<file path="config.mk">
export PLATFORM = sky130hd
export DESIGN_NAME = paraacc_16p16
export DESIGN_NICKNAME = d
export VERILOG_FILES = /design/src/rtl/paraacc_16p16.sv
export SDC_FILE = /design/constraint.sdc
export NUM_CORES = 1
export LEC_CHECK = 0
export ABC_AREA = 1
export BUFFER_PORTS_ARGS = -buffer_cell sky130_fd_sc_hd__buf_4
export CAP_MARGIN = 20
export CORE_ASPECT_RATIO = 0.8
export CORE_MARGIN = 3
export CORE_UTILIZATION = 35
export CTS_CLUSTER_DIAMETER = 80
export DETAILED_ROUTE_END_ITERATION = 6
export PLACE_DENSITY = 0.64
export SYNTH_ARGS = -nofsm -noshare
export SYNTH_HDL_FRONTEND = slang
export SYNTH_SLANG_ARGS = --single-unit
</file>
<file path="constraint.sdc">
create_clock -name clk -period 4.1 [get_ports clk]
set_input_delay 0.205 -clock clk [delete_from_list [all_inputs] [get_ports clk]]
set_output_delay 0.205 -clock clk [all_outputs]
set_load 0.02 [all_outputs]
</file>
<file path="src/rtl/paraacc_16p16.sv">
`default_nettype none
// ============================================================================
// Module      : paraacc_16p16
// Description : Lane-parallel saturating accumulator. Sums a job of cfg_len
//               beats of packed signed lanes, then holds the result until
//               the consumer takes it.
// Revision    : 1.0 - initial release
// ============================================================================
module paraacc_16p16 #(
  parameter int LANES = 16,
  parameter int LW    = 16,
  parameter int CW    = 8
) (
  input  logic                clk,
  input  logic                rst,
  input  logic [CW-1:0]       cfg_len,
  input  logic                cfg_load,
  input  logic [LANES*LW-1:0] in_data,
  input  logic                in_v,
  output logic [LANES*LW-1:0] out_data,
  output logic                out_v,
  input  logic                out_ready,
  output logic                busy,
  output logic                sat_flag,
  output logic                drop_err
);

  localparam logic [1:0] c_idle = 2'd0;
  localparam logic [1:0] c_acc  = 2'd1;
  localparam logic [1:0] c_hold = 2'd2;

  localparam logic [CW-1:0] c_cnt_zero = '0;
  localparam logic [CW-1:0] c_cnt_one  = CW'(1);

  logic [1:0]          r_state;
  logic [CW-1:0]       r_cnt;
  logic [LANES*LW-1:0] r_acc;
  logic                r_first;
  logic                r_sat;
  logic                r_drop;

  logic [LANES*LW-1:0] w_sum_vec;
  logic [LANES-1:0]    w_sat_vec;
  logic                w_start;

  // A zero-length job would never produce a result, so it is not started.
  assign w_start = cfg_load && (cfg_len != c_cnt_zero);

  // Per-lane saturating add; lanes are fully independent (no carry between).
  for (genvar gi = 0; gi < LANES; gi++) begin : g_lane
    logic [LW:0]   w_sum;
    logic          w_ovf;
    logic [LW-1:0] w_lane;

    assign w_sum = {r_acc[gi*LW+LW-1], r_acc[gi*LW +: LW]}
                 + {in_data[gi*LW+LW-1], in_data[gi*LW +: LW]};
    // Overflow when the extra sign bit disagrees with the result sign bit.
    assign w_ovf  = w_sum[LW] ^ w_sum[LW-1];
    assign w_lane = !w_ovf      ? w_sum[LW-1:0] :
                    w_sum[LW]   ? {1'b1, {(LW-1){1'b0}}} :
                                  {1'b0, {(LW-1){1'b1}}};
    assign w_sum_vec[gi*LW +: LW] = w_lane;
    assign w_sat_vec[gi]          = w_ovf;
  end

  // Job FSM, beat counter, accumulator and sticky flags.
  always_ff @(posedge clk) begin
    if (!rst) begin
      r_state <= c_idle;
      r_cnt   <= c_cnt_zero;
      r_acc   <= '0;
      r_first <= 1'b0;
      r_sat   <= 1'b0;
      r_drop  <= 1'b0;
    end else begin
      case (r_state)
        c_idle: begin
          if (in_v) r_drop <= 1'b1;
          if (w_start) begin
            r_state <= c_acc;
            r_cnt   <= cfg_len;
            r_first <= 1'b1;
            r_sat   <= 1'b0;
          end
        end
        c_acc: begin
          if (in_v) begin
            // First beat of a job replaces whatever the previous job left.
            if (r_first) begin
              r_acc <= in_data;
            end else begin
              r_acc <= w_sum_vec;
              if (|w_sat_vec) r_sat <= 1'b1;
            end
            r_first <= 1'b0;
            r_cnt   <= r_cnt - c_cnt_one;
            if (r_cnt == c_cnt_one) r_state <= c_hold;
          end
        end
        c_hold: begin
          if (in_v) r_drop <= 1'b1;
          if (out_ready) begin
            if (w_start) begin
              r_state <= c_acc;
              r_cnt   <= cfg_len;
              r_first <= 1'b1;
              r_sat   <= 1'b0;
            end else begin
              r_state <= c_idle;
            end
          end
        end
        default: r_state <= c_idle;
      endcase
    end
  end

  assign out_data = r_acc;
  assign out_v    = (r_state == c_hold);
  assign busy     = (r_state == c_acc) || (r_state == c_hold);
  assign sat_flag = r_sat;
  assign drop_err = r_drop;

endmodule
`default_nettype wire

</file>
==> out/results.txt <==
Post-synth EDFFs: 0
GP Congestion: 0.9443
Seq/Total Area, Yosys: 0.1976
Clk pin slew, worst setup/hold paths: 60 ps
post-cts sizing count: 0
CP Launch Type: flip-flop
P&R area growth vs syn: 26.53%
Starting Density: 0.3575
critical-path cell list: ha_1, a21oi_1, o21ai_0, a21oi_1, nand2_1, nand2_1, nand2_1, a21oi_1, xor2_1, inv_1, ha_1, nor4_1, nand2_1, nor2_1, nand3_2, nand3_2, a21oi_2
CP max stage delay: 490 ps
I/O pin cnt: 529
worst skew pair latency: 570 ps
worst hold slack: 33.68 ps
port bufs: 528
share of cells above drive strength 1: 0.1423
Slowest-stage cell, CP: nor4_1
Overall Global Routing Usage: 0.2274
fmax: 275.7 MHz
clk sink count: 269
crit-path most repeated cell: nand2_1
vias post-DR: 31430
DR WL/cell: 15.91 um
Tmin final: 3627 ps
Synth cell types: 44
Synth top area share: 0.1976
Detailed Route Iter0 Violations: 2450
Post-Syn Nets: 5142
CTS buffer count: 38
final WL: 97720 um
Final ANT Viol Nets: 0
GR Overflow Total: 0
Yosys top cell by area: dfxtp_1
HPWL after DPL: 73620 um
Post-CTS Setup Repair Bufs: 0
largest net degree at the start of global routing: 145
kind of critical path: flip-flop to flip-flop
power per cell area: 550.6 mW/mm2
Rel. slew slack: 0.3361
WP data required: 4570 ps
drt pass-1 iters: 5
Rows: 90
Largest delay share family, worst path: simple AND/OR/NAND/NOR gates
Core Box Area: 0.07624 mm2
Die Y: 255.6 um
die width: 318.0 um
Mapped Area: 0.02726 mm2
Tcrit/Tclk final: 0.8845
top_reg_cell synth: dfxtp_1
CP arrival: 4090 ps
Tightest Pin Transition: 985.5 ps
DRC errors left: 0
final hold violation count: 0
Critical Path Fanout Max: 7
Vias/cell: 5.117
RSZ-0062 raised after global routing: no
P_leak: 17.39 nW
Worst setup EP type: flip-flop
total negative slack: 0 ps
global-route wire length before repair: 154200 um
top cells by area, synth: dfxtp_1 20%, nand2_1 17%, ha_1 13%
hold depth: 5
count leader, synth: nand2_1
fraction of registers with async set/reset: 0
Synth top cells by count: 1246 x nand2_1, 685 x nor2_1, 571 x a21oi_1
cells after synthesis: 4565
Hold Crit Class: input pin to flip-flop
final setup violation count: 0
nets@finish: 5678
CTS tree: built
maximum VDD drop: 0.3434 mV
Slew Viols, Final: 0
Root Driver: clkbuf_16
Post-Route Skew: 27.59 ps
Buf/Inv on CP: 1
FF-to-FF path depth: 17
outcome: finished, final reports clean
Mean Syn Cell Area: 5.971 um2
cts hold-fix bufs: 119
Clock Path Buffers: 3
die area: 0.08128 mm2
H-tree depth: 2
vias in the first global route: 27980
maxcap violations: 0
Ys Warns: 0
FF+latch count, synth: 269
Crit. path cell count: 17
initial antenna violation count: 11
[sequential cells by signal, indices dropped and copies added, names as in the netlist]
signal,cells
r_cnt,8
r_first,1
r_state,2
drop_err,1
out_data,256
sat_flag,1
[stage by stage]
step	total power, mW	cells	util	instance area [um2]	setup slack [ps]
global placement	15.25	5954	0.4198	32000	474.9
global route	20.72	6138	0.4523	34480	91.76
finish	18.99	6141	0.4524	34490	473.4
CTS	19.08	6134	0.4522	34470	437.5
detailed placement	15.32	5954	0.4198	32000	394.9
floorplan	12.00	4565	-	27260	1092
[worst paths after layout]
check,endpoint,slack [ps],from
worst max register to register,sat_flag$_SDFFE_PN0P_,470,out_data[24]$_SDFFE_PN0P_
worst min-delay path,out_data[167]$_SDFFE_PN0P_,30,in_data[167]
worst max-delay path,sat_flag$_SDFFE_PN0P_,470,out_data[24]$_SDFFE_PN0P_
worst min register to register,drop_err$_SDFFE_PN0P_,480,drop_err$_SDFFE_PN0P_
[power by group]
group          total (mW)  internal [mW]  switching, mW
combinational        11.8           4.25           7.56
clock                3.54           2.17           1.37
sequential           3.63           3.15          0.484
total                19.0           9.57           9.42
[cells by family after synthesis]
group,share of synthesized area
XOR/XNOR,0.01253
AND/OR/NAND/NOR,0.4123
flip-flops,0.1976
buffers and inverters,0.06537
adder cells (fa/ha/maj),0.1458
AO/OA/AOI/OAI,0.1664
[worst reg2reg max path, cell delays in order (launching register included)]
cell     delay (ps)
dfxtp_1         320
ha_1            330
a21oi_1         320
o21ai_0         160
a21oi_1         240
nand2_1          80
nand2_1          80
nand2_1          60
a21oi_1         150
xor2_1          210
inv_1            60
ha_1            420
nor4_1          490
nand2_1         230
nor2_1          190
nand3_2          90
nand3_2          70
a21oi_2          50
[area by class of cell]
type	instances	area (um2)
Fill cell	8040	41750
Multi-Input combinational cell	3853	20100
Timing Repair Buffer	671	5423
Sequential cell	269	5386
Tap cell	1012	1266
Clock buffer	48	1050
Inverter	268	1021
Clock inverter	13	227.7
Antenna cell	7	17.52
[per-layer routing]
layer	up-vias	part of all wire	global-route usage
li1	16340	-	-
met2	840	0.43	0.3539
met1	14120	0.48	0.3258
met5	-	0.00077	0
met3	114	0.068	0.04230
met4	10	0.019	0.04786
[layout by cell type (no fill, tap or decap), drive strengths merged, types with 3 or more instances in the layout]
master / Yosys / routed
buf: 44 / 552
a211oi: 4 / 4
a21boi: 6 / 6
clkbuf: 131 / 48
a31oi: 4 / 4
xor2: 37 / 37
o21bai: 10 / 10
ha: 292 / 292
nand3b: 54 / 54
clkinv: 6 / 10
dlygate4sd3: 0 / 119
bufinv: 0 / 6
nand3: 536 / 536
o21a: 9 / 9
nor3b: 3 / 3
a21oi: 601 / 601
nor4: 3 / 3
a21o: 4 / 4
o21ai: 219 / 219
nand2: 1283 / 1283
dfxtp: 269 / 269
diode: 0 / 7
and2: 5 / 5
or2: 24 / 24
inv: 262 / 263
nor2: 687 / 687
nand4: 48 / 48
fa: 16 / 16
Power figures use the tool's default switching activity.
